==> src/rtl/color_seq_game.sv <==
// Colour-sequence memory game: extends a pseudo-random sequence, plays it back with tones and checks the player's echo.
// Optional build macro COLOR_SEQ_SPEEDUP_EN halves show/gap durations once the sequence passes half of MAX_LEN.
module color_seq_game #(
  parameter int          COLOR_W       = 3,
  parameter int          N_COLORS      = 4,
  parameter int          MAX_LEN       = 16,
  parameter int          SHOW_TICKS    = 50,
  parameter int          GAP_TICKS     = 20,
  parameter int          TIMEOUT_TICKS = 1000,
  parameter int          TONE_DIV      = 100,
  parameter logic [7:0]  LFSR_SEED     = 8'hA5
) (
  input  logic               clk,
  input  logic               reset,
  input  logic               start,
  input  logic [COLOR_W-1:0] color_i,
  input  logic               color_valid_i,
  output logic [COLOR_W-1:0] show_color_o,
  output logic               show_valid_o,
  output logic               buzzer_o,
  output logic [7:0]         score_o,
  output logic [7:0]         hiscore_o,
  output logic [2:0]         state_o,
  output logic               game_over_o,
  output logic               win_o
);

  typedef enum logic [2:0] {
    S_IDLE     = 3'd0,
    S_EXTEND   = 3'd1,
    S_SHOW_ON  = 3'd2,
    S_SHOW_GAP = 3'd3,
    S_WAIT_IN  = 3'd4,
    S_CHECK    = 3'd5,
    S_LOSE     = 3'd6,
    S_WIN      = 3'd7
  } state_e;

  localparam int IDX_W    = $clog2(N_COLORS);
  localparam int ADDR_W   = (MAX_LEN > 2) ? $clog2(MAX_LEN) : 1;
  localparam int TMR_MAX  = (SHOW_TICKS > GAP_TICKS)
                            ? ((SHOW_TICKS > TIMEOUT_TICKS) ? SHOW_TICKS : TIMEOUT_TICKS)
                            : ((GAP_TICKS > TIMEOUT_TICKS) ? GAP_TICKS : TIMEOUT_TICKS);
  localparam int TMR_W    = $clog2(TMR_MAX + 1);
  localparam int HALF_MAX = TONE_DIV * ((N_COLORS > 8) ? N_COLORS : 8);
  localparam int CNT_W    = $clog2(HALF_MAX + 1);
  localparam int WIN_HALF = (TONE_DIV / 2 < 1) ? 1 : TONE_DIV / 2;

  state_e             state_q, state_d;
  logic [7:0]         lfsr_q, lfsr_d;
  logic [7:0]         len_q, len_d;
  logic [7:0]         pos_q, pos_d;
  logic [TMR_W-1:0]   timer_q, timer_d;
  logic [COLOR_W-1:0] cap_q, cap_d;
  logic [7:0]         score_q, score_d;
  logic [7:0]         hiscore_q, hiscore_d;
  logic [COLOR_W-1:0] show_color_q, show_color_d;
  logic               buzz_q, buzz_d;
  logic [CNT_W-1:0]   tone_cnt_q, tone_cnt_d;

  logic [IDX_W-1:0]   seq_q [MAX_LEN];
  logic               seq_we;
  logic [IDX_W-1:0]   new_entry;
  logic [IDX_W-1:0]   show_idx;
  logic [COLOR_W-1:0] exp_code;
  logic [TMR_W-1:0]   show_dur, gap_dur;
  logic               tone_on;
  logic [CNT_W-1:0]   half;

`ifdef COLOR_SEQ_SPEEDUP_EN
  localparam int SHOW_FAST = (SHOW_TICKS / 2 < 1) ? 1 : SHOW_TICKS / 2;
  localparam int GAP_FAST  = (GAP_TICKS / 2 < 1) ? 1 : GAP_TICKS / 2;
  logic fast;
  assign fast     = len_q > 8'(MAX_LEN / 2);
  assign show_dur = fast ? TMR_W'(SHOW_FAST) : TMR_W'(SHOW_TICKS);
  assign gap_dur  = fast ? TMR_W'(GAP_FAST)  : TMR_W'(GAP_TICKS);
`else
  assign show_dur = TMR_W'(SHOW_TICKS);
  assign gap_dur  = TMR_W'(GAP_TICKS);
`endif

  assign lfsr_d    = {lfsr_q[6:0], lfsr_q[7] ^ lfsr_q[5] ^ lfsr_q[4] ^ lfsr_q[3]};
  assign new_entry = lfsr_q[IDX_W-1:0];
  assign exp_code  = COLOR_W'(seq_q[pos_q[ADDR_W-1:0]]) + COLOR_W'(1);

  // NOTE: every signal assigned in always_comb gets a default first, so no path can infer a latch.
  always_comb begin
    state_d   = state_q;
    len_d     = len_q;
    pos_d     = pos_q;
    timer_d   = '0;
    cap_d     = cap_q;
    score_d   = score_q;
    hiscore_d = hiscore_q;
    seq_we    = 1'b0;

    unique case (state_q)
      S_IDLE, S_LOSE, S_WIN: begin
        if (start) begin
          score_d = '0;
          len_d   = '0;
          state_d = S_EXTEND;
        end
      end
      S_EXTEND: begin
        seq_we  = 1'b1;
        len_d   = len_q + 8'd1;
        pos_d   = '0;
        state_d = S_SHOW_ON;
      end
      S_SHOW_ON: begin
        if (timer_q == show_dur - TMR_W'(1)) state_d = S_SHOW_GAP;
        else                                 timer_d = timer_q + TMR_W'(1);
      end
      S_SHOW_GAP: begin
        if (timer_q == gap_dur - TMR_W'(1)) begin
          if (pos_q == len_q - 8'd1) begin
            pos_d   = '0;
            state_d = S_WAIT_IN;
          end else begin
            pos_d   = pos_q + 8'd1;
            state_d = S_SHOW_ON;
          end
        end else begin
          timer_d = timer_q + TMR_W'(1);
        end
      end
      S_WAIT_IN: begin
        // A strobe on the last allowed cycle still counts as an answer.
        if (color_valid_i) begin
          cap_d   = color_i;
          state_d = S_CHECK;
        end else if (timer_q == TMR_W'(TIMEOUT_TICKS - 1)) begin
          state_d = S_LOSE;
        end else begin
          timer_d = timer_q + TMR_W'(1);
        end
      end
      S_CHECK: begin
        if (cap_q != exp_code) begin
          state_d = S_LOSE;
        end else if (pos_q != len_q - 8'd1) begin
          pos_d   = pos_q + 8'd1;
          state_d = S_WAIT_IN;
        end else begin
          score_d   = len_q;
          hiscore_d = (len_q > hiscore_q) ? len_q : hiscore_q;
          state_d   = (len_q == 8'(MAX_LEN)) ? S_WIN : S_EXTEND;
        end
      end
      default: state_d = S_IDLE;
    endcase
  end

  // The entry being written in EXTEND is forwarded so SHOW_ON displays it from its first cycle.
  always_comb begin
    if (seq_we && (pos_d == len_q)) show_idx = new_entry;
    else                            show_idx = seq_q[pos_d[ADDR_W-1:0]];
    show_color_d = (state_d == S_SHOW_ON) ? COLOR_W'(show_idx) + COLOR_W'(1) : '0;
  end

  always_comb begin
    tone_on = 1'b1;
    half    = CNT_W'(WIN_HALF);
    case (state_q)
      S_SHOW_ON: half = CNT_W'(TONE_DIV * int'(show_color_q));
      S_LOSE:    half = CNT_W'(TONE_DIV * 8);
      S_WIN:     half = CNT_W'(WIN_HALF);
      default:   tone_on = 1'b0;
    endcase

    if (!tone_on || (state_d != state_q)) begin
      tone_cnt_d = '0;
      buzz_d     = 1'b0;
    end else if (tone_cnt_q == half - CNT_W'(1)) begin
      tone_cnt_d = '0;
      buzz_d     = ~buzz_q;
    end else begin
      tone_cnt_d = tone_cnt_q + CNT_W'(1);
      buzz_d     = buzz_q;
    end
  end

  // NOTE: state registers use non-blocking assignments so all flops update together at the edge.
  always_ff @(posedge clk) begin
    if (reset) begin
      state_q      <= S_IDLE;
      lfsr_q       <= LFSR_SEED;
      len_q        <= '0;
      pos_q        <= '0;
      timer_q      <= '0;
      cap_q        <= '0;
      score_q      <= '0;
      hiscore_q    <= '0;
      show_color_q <= '0;
      buzz_q       <= 1'b0;
      tone_cnt_q   <= '0;
      // NOTE: the sequence store is small and must read back as zero after reset, so it is cleared here.
      for (int i = 0; i < MAX_LEN; i++) seq_q[i] <= '0;
    end else begin
      state_q      <= state_d;
      lfsr_q       <= lfsr_d;
      len_q        <= len_d;
      pos_q        <= pos_d;
      timer_q      <= timer_d;
      cap_q        <= cap_d;
      score_q      <= score_d;
      hiscore_q    <= hiscore_d;
      show_color_q <= show_color_d;
      buzz_q       <= buzz_d;
      tone_cnt_q   <= tone_cnt_d;
      if (seq_we) seq_q[len_q[ADDR_W-1:0]] <= new_entry;
    end
  end

  assign show_color_o = show_color_q;
  assign show_valid_o = |show_color_q;
  assign buzzer_o     = buzz_q;
  assign score_o      = score_q;
  assign hiscore_o    = hiscore_q;
  assign state_o      = state_q;
  assign game_over_o  = (state_q == S_LOSE);
  assign win_o        = (state_q == S_WIN);

endmodule

==> config.mk <==
export PLATFORM = sky130hd
export DESIGN_NAME = color_seq_game
export DESIGN_NICKNAME = d
export VERILOG_FILES = /design/src/rtl/color_seq_game.sv
export SDC_FILE = /design/constraint.sdc
export NUM_CORES = 1
export LEC_CHECK = 0
export CAP_MARGIN = 5
export CORE_MARGIN = 3
export CORE_UTILIZATION = 50
export DETAILED_ROUTE_END_ITERATION = 6
export PLACE_DENSITY_LB_ADDON = 0.1
export SYNTH_ARGS = -nofsm -noshare
export SYNTH_HDL_FRONTEND = slang
export SYNTH_SLANG_ARGS = --single-unit
==> constraint.sdc <==
create_clock -name clk -period 5 [get_ports clk]
set_input_delay 1.5 -clock clk [delete_from_list [all_inputs] [get_ports clk]]
set_output_delay 1.5 -clock clk [all_outputs]
set_load 0.05 [all_outputs]
Yosys cells after proc, flatten, opt, wreduce, memory -nomap -nowiden
Memory sizes are Yosys's and may differ from the RTL's. A register that Yosys moved wholly into a read port is not among the register bits. Index checks and enable logic that the tools add are counted.

Memories kept: 1. Register bits: 70. Logic and storage cells: 105. Output and inout port bits: 26. Bits of input ports: 7. RAM bits: 32.

Memories: seq_q (depth 16, bits a word 2, rd ports 2, clocked after memory_dff 1, write ports 16, line 61) `logic [IDX_W-1:0] seq_q [MAX_LEN];`.

Add/subtract/negate cells: 8. Muxes and demuxes: 38. Order comparisons: 1. $mul: 1. Reductions and logical operators: 17. Equality and inequality tests: 21. Bitwise gates (word level): 7.

Operator list (number): two-way mux 8 bit (7); two-way mux 10 bit (4); case mux 8 bit (2 select lines) (2); case mux 10 bit (3 select lines) (1); two-way mux 3 bit (9); case mux 8 bit (3 select lines) (1); adder 10 x 1 -> 10 bit, second input constant (2); case mux 10 bit (2 select lines) (1); case mux 3 bit (6 select lines) (1); adder 8 x 1 -> 8 bit, second input constant (2); == test 8 bit (2); == test 3 bit, second input constant (4); OR reduction 3 bit (4); == test 10 bit (1); == test 10 bit, second input constant (1); == test 10 x 5 -> 1 bit, second input constant (1); == test 10 x 6 -> 1 bit, second input constant (1); subtractor 10 x 1 -> 10 bit, second input constant (1); == test 3 x 2 -> 1 bit, second input constant (3); == test 8 x 5 -> 1 bit, second input constant (1); > comparator 8 bit (1); multiplier 5 x 3 -> 8 bit, first input constant (1); two-way mux 1 bit (8); two-way mux 4 bit (2); 17 further kinds (32).

Depth between registers and ports, before layout
Gate-level depths: netlist of run 1.

Depth in word-level cells: 9. Gate-level depth with buffers: 19.

Worst setup path after synthesis of run 1
Ideal clock, no wire load.

Path kind: reg-to-reg. Start point: reg pos_q[2]. End point: reg show_color_q[1], in the netlist show_color_o[1]. Period minus slack after synthesis: 4587 ps. Setup time: 115 ps. Arrival: 4472 ps. Slack: 413 ps. Buffers on the path: 1. Stages on the path, launching flop included: 19. Cells stage by stage: dfxtp_1 > buf_1 > mux2_2 > mux4_2 > nand2_1 > nand2_1 > ha_1 > xor2_1 > nor4_1 > mux2_2 > o32ai_2 > o311a_1 > or3_1 > xnor2_1 > o2111a_1 > and2_2 > o31ai_1 > ha_1 > and2_1.

Longest elaborated chain between the ends: 8.

Ends and longest elaborated chain: from (decl) (line 52) `logic [7:0] pos_q, pos_d;`; from (signal assigned) (line 204) `pos_q <= pos_d;`; parallel branches: the longest is 8 deep, another holds adder 8 x 1 -> 8 bit; to (signal assigned) (line 209) `show_color_q <= show_color_d;`; to (decl) (line 57) `logic [COLOR_W-1:0] show_color_q, show_color_d;`.

Several ways; the timed one is not identified. A chain may end at the register's enable or synchronous reset.

Worst setup path in the final report of run 1
Same ends and word-level chain as after synthesis.

==> results.cfg, run 1 <==
[worst_setup_path]
path_buf_inv = 0
endpoint_kind = flop
path_class = reg2reg
worst_ep_arrival_time_ns = 5.02
critical_path.cell_chain = mux2_2 -> mux4_2 -> nand2_1 -> nand2_1 -> ha_1 -> xor2_1 -> nor4_2 -> mux2_2 -> o32ai_2 -> o311a_1 -> or3_1 -> xnor2_1 -> o2111a_1 -> and2_2 -> a22oi_1 -> ha_1 -> and2_1
worstPathRequired_ns = 5.26
cp-start-kind = flop
critical_path.max_stage_delay_ns = 0.52
crit_family = simple AND/OR/NAND/NOR gates
cp_slowest_cell = mux4_2
path_max_fanout = 10

[timing]
tightest_slew_ns = 0.981
setup_viol = 0
holdWs_ns = 0.437
slew_violations = 0
rsz0062_at_grt = false
fmax_mhz = 210
skew_ns = 0.00598
timing.final.crit_share = 0.952
min_period_ns = 4.76
slew_headroom = 0.342
hold_violations = 0
final.setup.tns_ns = 0

[yosys]
synth_edf_count = 32
ys_ff_latch = 102
yosysTopAreaCellShare = 0.213
synth_area_leaders = dfxtp_1 (21%), edfxtp_1 (15%), ha_1 (4.8%), nor2_1 (4.7%), and3_1 (4.0%)
synthAdderAreaFrac = 0.0476
yosysWarnings = 0
synth_area_um2 = 6570
postSynthCellCount = 753
syn_nets = 785
synth.cells.most_frequent = nor2_1 (83), dfxtp_1 (70), nand2_1 (51), nand3_1 (44), and3_1 (42)
synth_ff_type = dfxtp_1
synth_mux_area_frac = 0.0675
synth_top_family_by_area = simple AND/OR/NAND/NOR gates
synth_xor_area_frac = 0.0534
synth-simple-area-share = 0.255
synth.avg_cell_area_um2 = 8.72
ys_async_sr_fraction = 0
synth_largest_area_cell = dfxtp_1
synth.distinct_cells = 75
synth_compound_area_frac = 0.172
synth.most_common_cell = nor2_1
ys_seq_area_frac = 0.360

[finish]
register_area_um2 = 2360
area_growth_pct = 12.3
drive_above_1_share = 0.111
n_antenna_cell = 0
final_cells = 949
finalNetCount = 804
final_cell_area_um2 = 7380
multi_input_area_um2 = 3930
fillers = 1218

[clock_tree]
cts_buffers = 9
cts.sinks = 102
clk_pin_slew_ns = 0.07
clock-root-buffer = clkbuf_16
cts_hold_buf = 0
htree_levels = 3
clockBufferDepth = 2
tritoncts = built
insertion_delay_ns = 0.36

[place]
dp_hpwl_mm = 13.0
io_buffers = 32
dp.cells = 933
place_area_um2 = 7080
routabilityCongestion = 1.02

[pwr]
p_per_area_nw_per_um2 = 255
p_sw_mw = 0.548
power.internal_mw = 1.33
power.share.clock = 0.355
ir_worst_vdd_uv = 205
power_frac_comb = 0.158
switching_share = 0.291
power.total_mw = 1.88
seqPwrFrac = 0.487
power.leakage_nw = 2.92

[global_routing]
gr-total-overflow = 0
grt_use_total = 0.253
grt_first_pass_wirelength_mm = 29.4
grt_pass1_vias = 5697
grt_antenna_before_repair = 0
grt_max_degree = 35

[floorplan]
start_util = 0.516
core_region_area_um2 = 12700
pin_count = 33
num_rows = 41
fp.dieH_um = 121
die_w_um = 121
die_area_um2 = 14500

[worst_hold_path]
min_path_type = reg2reg

[flow_run]
cap_violations = 0

[route]
initialDrtViolationCount = 531
route.detailed.wl_per_inst_um = 18.9
routed_wl_mm = 17.9
vias = 5831
drcViolationCount = 0
vias_per_cell = 6.14
firstDrtPassIters = 5
final_antenna_net_count = 0

[run_status]
status = finished clean
[power groups by stage]
| stage | Combinational [mW] | Sequential, mW | Clock (mW) |
|---|---|---|---|
| 6_report | 0.298 | 0.917 | 0.668 |
| 5_1_grt | 0.328 | 0.923 | 0.720 |
| 4_1_cts | 0.295 | 0.917 | 0.688 |
| 3_5_place_dp | 0.293 | 0.936 | 0 |
| 3_3_place_gp | 0.285 | 0.935 | 0 |
| 2_1_floorplan | 0.206 | 0.925 | 0 |
[sequential cells by signal (all words and copies together) (netlist names)]
| signal | flops |
|---|---|
| seq_q | 32 |
| timer_q | 10 |
| tone_cnt_q | 10 |
| hiscore_o | 8 |
| len_q | 8 |
| lfsr_q | 8 |
| pos_q | 8 |
| score_o | 8 |
| cap_q | 3 |
| show_color_o | 3 |
| state_o | 3 |
| buzzer_o | 1 |
[kinds of logic after synthesis]
kind of cell    Yosys count
fa+ha+maj                25
xor+xnor                 40
simple gates            321
buf+inv                  73
compound gates          158
flops                   102
mux                      34
[what timing repair did]
item	CTS	global route
gates resized for setup	0	6
setup buffers	0	0
hold endpoints to repair	0	0
setup endpoints to repair	0	2
[final cells by class]
class | instances | share of cell area
Tap cell | 172 | 0.0292
Timing Repair Buffer | 57 | 0.0682
Clock buffer | 10 | 0.0312
Inverter | 24 | 0.0122
Multi-Input combinational cell | 578 | 0.532
Clock inverter | 6 | 0.00628
Sequential cell | 102 | 0.321
[per-stage QoR]
step / worst slack (ns) / utilization
2_1_floorplan: 0.413 / -
3_3_place_gp: 0.270 / 0.557
3_5_place_dp: 0.0864 / 0.557
4_1_cts: 0.0586 / 0.578
5_1_grt: 0.00367 / 0.580
6_report: 0.238 / 0.580
[worst register-to-register path: stages, from the launching register on]
cell      delay (ns)
dfxtp_2         0.45
mux2_2          0.37
mux4_2          0.52
nand2_1         0.09
nand2_1         0.06
ha_1            0.33
xor2_1          0.19
nor4_2          0.21
mux2_2          0.27
o32ai_2         0.11
o311a_1         0.37
or3_1           0.51
xnor2_1         0.19
o2111a_1        0.28
and2_2          0.20
a22oi_1         0.09
ha_1            0.29
and2_1          0.13
[placed cells by master, fill, tap and decap left out, drive strengths merged, types with 19 or more instances in the layout]
master,Yosys,final
nor2,84,84
dfxtp,70,70
nand2,51,51
nand3,44,44
and3,42,42
a21oi,32,32
edfxtp,32,32
clkdlybuf4s50,0,31
o21ai,29,29
inv,24,27
buf,12,26
ha,25,25
xnor2,21,21
nor3,20,20
xor2,19,19
[per-layer routing]
layer  up-vias  wire, um  track usage  part of all wire
met3        23       917       0.0561             0.051
li1       2775         -            -                 -
met1      2843      8300        0.343              0.46
met5         -         0            0                 0
met4         0       279       0.0744             0.016
met2       190      8420        0.407              0.47
[final timing paths]
path | start | end | slack [ns] | cells after the start
hold reg to reg | lfsr_q[6]$_SDFF_PP0_ | lfsr_q[7]$_SDFF_PP1_ | 0.44 | 1
setup / recovery | pos_q[2]$_SDFF_PP0_ | show_color_o[1]$_SDFF_PP0_ | 0.24 | 17
hold / removal | lfsr_q[6]$_SDFF_PP0_ | lfsr_q[7]$_SDFF_PP1_ | 0.44 | 1
setup reg to reg | pos_q[2]$_SDFF_PP0_ | show_color_o[1]$_SDFF_PP0_ | 0.24 | 17
Note: power is estimated with default switching activity, not from simulation.
==> run 2, diff against run 1 <==
Settings changed: ABC_AREA from default to 1, CORE_MARGIN 3 to 4.
==> run 2 against run 1 <==
  * Synthesized area increased by 0.36%
  * Synthesized cell count increased by 24%
  * Non-clock buffer count decreased by 17
  * Wire length down 4.0%
  * Fmax grew 10%
  * Largest cell class unchanged
  * Highest routed layer unchanged
==> results.cfg, run 2 <==
[run_status]
status = finished clean

[route]
firstDrtPassIters = 6
routed_wl_mm = 17.2
final_antenna_net_count = 0
route.detailed.wl_per_inst_um = 15.2
vias = 6231
initialDrtViolationCount = 689
vias_per_cell = 5.49
drcViolationCount = 0

[worst_setup_path]
path_max_fanout = 21
cp-start-kind = flop
r2r-start = pos_q[0]$_SDFF_PP0_
worstPathRequired_ns = 5.26
critPathLaunch = pos_q[0]$_SDFF_PP0_
path_class = reg2reg
worst_ep_arrival_time_ns = 4.57
endpoint_kind = flop

[floorplan]
pin_count = 33
start_util = 0.516
core_region_area_um2 = 12800
fp.dieH_um = 123
die_area_um2 = 15100
num_rows = 41
die_w_um = 123

[yosys]
synth_xor_area_frac = 0.0518
synth-simple-area-share = 0.345
ys_seq_area_frac = 0.358
synth_edf_count = 32
yosysWarnings = 0
synth_mux_area_frac = 0
synth.cells.most_frequent = nand2_1 (197), nor2_1 (118), nand3_1 (114), inv_1 (112), dfxtp_1 (70)
synthAdderAreaFrac = 0.0475
ys_ff_latch = 102
ys_async_sr_fraction = 0
synth_largest_area_cell = dfxtp_1
synth_area_um2 = 6590
synth.most_common_cell = nand2_1
synth_top_family_by_area = simple AND/OR/NAND/NOR gates
yosysTopAreaCellShare = 0.213
synth_area_leaders = dfxtp_1 (21%), edfxtp_1 (15%), nand2_1 (11%), nand3_1 (8.7%), nor2_1 (6.7%)
synth.distinct_cells = 49
synth.avg_cell_area_um2 = 7.05
postSynthCellCount = 935
synth_compound_area_frac = 0.101
synth_ff_type = dfxtp_1
syn_nets = 967

[global_routing]
grt_use_total = 0.239
grt_max_degree = 26
gr-total-overflow = 0
grt_pass1_vias = 5803
grt_antenna_before_repair = 0
grt_first_pass_wirelength_mm = 28.6

[finish]
largest_reg_flops = 32
final_common_cell = nand2_1
regMostFlops = seq_q
finalNetCount = 989
reg_top3 = seq_q x32, timer_q x10, tone_cnt_q x10
final_cell_area_um2 = 7320
n_antenna_cell = 0
drive_above_1_share = 0.0686
area_growth_pct = 11.1
final_cell_mix = nand2_1 (197), nor2_1 (118), nand3_1 (114)

[flow_run]
cap_violations = 0

[place]
place_area_um2 = 7010
routabilityCongestion = 0.962
io_buffers = 32
dp_hpwl_mm = 12.8

[clock_tree]
clockBufferDepth = 2
clock-root-buffer = clkbuf_16
clk_pin_slew_ns = 0.08
cts_buffers = 9
tritoncts = built
htree_levels = 3
post_cts_buffers = 0
cts.sinks = 102
insertion_delay_ns = 0.36
ctsResizeCount = 0
cts_hold_buf = 0

[timing]
timing.final.crit_share = 0.862
setup_viol = 0
min_period_ns = 4.31
fmax_mhz = 232
skew_ns = 0.0107
slew_violations = 0
hold_violations = 0
slew_headroom = 0.462
holdWs_ns = 0.413
final.setup.tns_ns = 0
rsz0062_at_grt = false
tightest_slew_ns = 0.801

[pwr]
seqPwrFrac = 0.359
p_sw_mw = 1.05
switching_share = 0.399
power_frac_comb = 0.363
power.share.clock = 0.279
power.internal_mw = 1.59
power.leakage_nw = 3.10
p_per_area_nw_per_um2 = 361
ir_worst_vdd_uv = 218

[worst_hold_path]
min_path_type = reg2reg
hold_start = lfsr_q[6]$_SDFF_PP0_
==> run 2: changes by cell type in the layout (fill, tap and decap cells not counted), sizes merged, moves of 20 or more <==
cell,delta
inv,+97
nand3,+77
nor2,+43
nand2,+155
and3,-42
a21oi,+20
==> run 2: worst max-delay path, cell delays in order, from the launching register on <==
cell	delay [ns]
dfxtp_1	0.43
inv_2	0.32
nand2_1	0.12
o221ai_1	0.16
a21oi_1	0.07
nor3_1	0.28
a31oi_1	0.09
ha_1	0.31
xor2_1	0.14
nor2_1	0.46
nand2_1	0.14
nand2_1	0.09
nand3_1	0.08
nand2_2	0.24
nand2_2	0.29
nand2_1	0.16
nand3_1	0.08
nand3_1	0.09
nand3_1	0.07
nand3_1	0.11
and2_1	0.14
ha_1	0.23
inv_1	0.06
nor2_1	0.04
==> run 2: area by class of cell <==
cell class	instances	area (um^2)
Timing Repair Buffer	40	380
Sequential cell	102	2360
Fill cell	1200	5450
Clock buffer	9	225
Multi-Input combinational cell	680	3590
Inverter	124	465
Tap cell	172	215
Clock inverter	7	85.1
==> run 2: logic make-up (layout without fill, tap and decap cells) <==
logic type | after synthesis | after routing
adders and majority gates | 25 | 25
xor gates and xnor gates | 39 | 39
AOI/OAI and AO/OA | 113 | 113
and+or+nand+nor | 503 | 503
buffers and inverters | 153 | 180
DFF | 102 | 102
==> run 2: path summary, 6_finish.rpt <==
path                                end  slack (ns)  depth (start not counted)
min                lfsr_q[7]$_SDFF_PP1_        0.41                          1
max reg2reg  show_color_o[1]$_SDFF_PP0_        0.69                         23
min reg2reg        lfsr_q[7]$_SDFF_PP1_        0.41                          1
max          show_color_o[1]$_SDFF_PP0_        0.69                         23
==> run 2: routing by layer <==
layer	vias to the layer above	routed length [um]	global-route usage
met3	27	1200	0.0442
met1	2860	7870	0.330
met2	233	7880	0.384
met4	0	267	0.0658
li1	3111	-	-
met5	-	0	0
==> run 2: power by group through the flow <==
stage,registers (mW),clock network [mW],logic [mW]
final,0.947,0.737,0.958
after global routing,0.953,0.782,1.08
after detailed placement,0.965,0,0.942
after CTS,0.946,0.754,0.946
after floorplan,0.980,0,0.718
after global placement,0.963,0,0.937
==> run 2: through the flow <==
stage          instances  power [mW]  setup WS (ns)   util
2_1_floorplan        935        1.70           1.35      -
3_3_place_gp        1118        1.90          0.958  0.549
3_5_place_dp        1118        1.91          0.828  0.549
4_1_cts             1134        2.65          0.811  0.573
5_1_grt             1134        2.82          0.134  0.573
6_report            1134        2.64          0.688  0.573
==> run 3, diff against run 2 <==
Settings changed: CORE_UTILIZATION 50 to 35.
==> run 3 against run 2 <==
  * Critical path depth stayed put
  * First-iteration DRC count fell by 47%
  * Hold slack got worse by 0.0060 ns
  * Wire length increased by 8.6%
  * Global-route usage is 6.0 points lower
  * Power increased by 0.14%
  * Register-to-register slack improved by 0.22 ns
  * Final area rose by 1.1%
  * Critical endpoint unchanged
==> results.cfg, run 3 (synthesized netlist as in run 2, its figures left out) <==
[worst_setup_path]
r2r_cells = 23
r2r_slack_ns = 0.91
path_class = reg2reg
critical_path.cell_chain = inv_2 -> o21ai_0 -> a21oi_1 -> o21ai_0 -> a31oi_1 -> ha_1 -> xor2_1 -> nor2_1 -> buf_4 -> nand2_1 -> nand2_1 -> nand3_1 -> nand2_2 -> nand2_2 -> o21ai_1 -> nand2_1 -> nand3_1 -> nand3_1 -> nand3_1 -> nand2_1 -> ha_1 -> inv_1 -> nor2_1
worstPathRequired_ns = 5.26
critical_path.max_stage_delay_ns = 0.72
path_max_fanout = 21
r2r-end = show_color_o[1]$_SDFF_PP0_
endpoint_kind = flop
cp_slowest_cell = dfxtp_1
worst_ep_arrival_time_ns = 4.35
r2r-start = pos_q[1]$_SDFF_PP0_
cp-start-kind = flop

[worst_hold_path]
hold_path_end = lfsr_q[3]$_SDFF_PP0_
hold_start = lfsr_q[2]$_SDFF_PP1_
min_path_type = reg2reg
hold_depth = 2

[route]
vias = 6047
routed_wl_mm = 18.7
vias_per_cell = 5.06
route.detailed.wl_per_inst_um = 15.6
firstDrtPassIters = 5
final_antenna_net_count = 0
initialDrtViolationCount = 367
drcViolationCount = 0

[global_routing]
grt_use_total = 0.179
grt_max_degree = 22
grt_first_pass_wirelength_mm = 30.7
grt_antenna_before_repair = 0
grt_pass1_vias = 5694
gr-total-overflow = 0

[finish]
drive_above_1_share = 0.0725
regMostFlops = seq_q
fillers = 1947
final_common_cell = nand2_1
final_cells = 1195
final_cell_mix = nand2_1 (197), nor2_1 (118), nand3_1 (114)
n_antenna_cell = 0
finalNetCount = 993
largest_reg_flops = 32
area_growth_pct = 12.4
reg_top3 = seq_q x32, timer_q x10, tone_cnt_q x10

[clock_tree]
post_cts_buffers = 0
clockBufferDepth = 2
htree_levels = 3
cts.sinks = 102
cts_hold_buf = 0
ctsResizeCount = 0
clk_pin_slew_ns = 0.08
cts_buffers = 9
clock-root-buffer = clkbuf_16
insertion_delay_ns = 0.37
tritoncts = built

[pwr]
power.internal_mw = 1.57
switching_share = 0.406
power_frac_comb = 0.370
p_sw_mw = 1.07
ir_worst_vdd_uv = 173
power.leakage_nw = 3.12
power.share.clock = 0.273
p_per_area_nw_per_um2 = 357
seqPwrFrac = 0.357

[floorplan]
fp.dieH_um = 145
pin_count = 33
num_rows = 49
start_util = 0.362
die_w_um = 145
core_region_area_um2 = 18200
die_area_um2 = 21100

[place]
dp_hpwl_mm = 13.9
io_buffers = 32
routabilityCongestion = 0.896
dp.cells = 1179
post-place-ws_ns = 0.926

[flow_run]
cap_violations = 0

[timing]
hold_violations = 0
timing.final.crit_share = 0.818
rsz0062_at_grt = false
skew_ns = 0.0152
slew_violations = 0
layout_setup_ws_ns = 0.912
tightest_slew_ns = 0.868
setup_viol = 0
fmax_mhz = 245
final.setup.tns_ns = 0
slew_headroom = 0.417
min_period_ns = 4.09

[run_status]
status = finished clean
run 3: cell count changes in the layout (fill, tap and decap cells not counted):
cell        previous run  this run
bufinv_8               0         1
clkinv_2               0         1
clkinv_4               2         0
clkinvlp_4             0         1
bufinv_16              1         0
buf_4                  8        12
run 3: how the worst max path moves through the flow:
stage                              from                          to  slack [ns]  cells after the start
finish              pos_q[1]$_SDFF_PP0_  show_color_o[1]$_SDFF_PP0_        0.91                     23
floorplan           pos_q[0]$_SDFF_PP0_  show_color_o[1]$_SDFF_PP0_        1.35                     25
CTS                 pos_q[1]$_SDFF_PP0_  show_color_o[1]$_SDFF_PP0_        0.92                     23
global placement    pos_q[1]$_SDFF_PP0_  show_color_o[1]$_SDFF_PP0_        1.06                     23
global route        pos_q[1]$_SDFF_PP0_  show_color_o[1]$_SDFF_PP0_        0.52                     22
detailed placement  pos_q[1]$_SDFF_PP0_  show_color_o[1]$_SDFF_PP0_        0.93                     23
run 3: power by group through the flow:
stage                     Clock (mW)  Combinational [mW]  Sequential [mW]
after global routing           0.772                1.11            0.951
after detailed placement           0               0.969            0.964
after CTS                      0.742               0.973            0.944
after floorplan                    0               0.718            0.980
after global placement             0               0.973            0.963
final                          0.723               0.979            0.944
run 3: critical path, delay by kind of cell (launching register included):
kind	cells	cell delay, ns
flip-flops	1	0.72
buffers and inverters	3	0.46
AO/OA/AOI/OAI	5	0.77
AND/OR/NAND/NOR	12	1.30
adder cells (fa/ha/maj)	2	0.58
XOR/XNOR	1	0.14
run 3: final cells by class:
cell class / count / area (um^2) / share of cell area
clock buffer: 9 / 225 / 0.0304
timing repair buffer: 44 / 410 / 0.0554
tap: 229 / 287 / 0.0387
multi-input combinational: 680 / 3590 / 0.485
sequential: 102 / 2360 / 0.319
inverter: 124 / 465 / 0.0628
clock inverter: 7 / 67.6 / 0.00912
run 3: per-layer routing:
layer,part of all wire,GRT usage,wire (um),vias to the layer above
met5,0,0,0,-
met4,0.013,0.0518,248,0
met3,0.042,0.0287,777,15
met2,0.45,0.281,8360,125
met1,0.50,0.256,9310,2786
li1,-,-,-,3121
run 3: per-stage QoR:
stage	instance area, um^2	util	hold WS, ns	power, mW
after floorplan	6590	-	0.388	1.70
after global placement	7110	0.391	0.397	1.94
after detailed placement	7110	0.391	0.397	1.93
after CTS	7410	0.407	0.413	2.66
after global routing	7410	0.407	0.435	2.83
final	7410	0.407	0.407	2.65
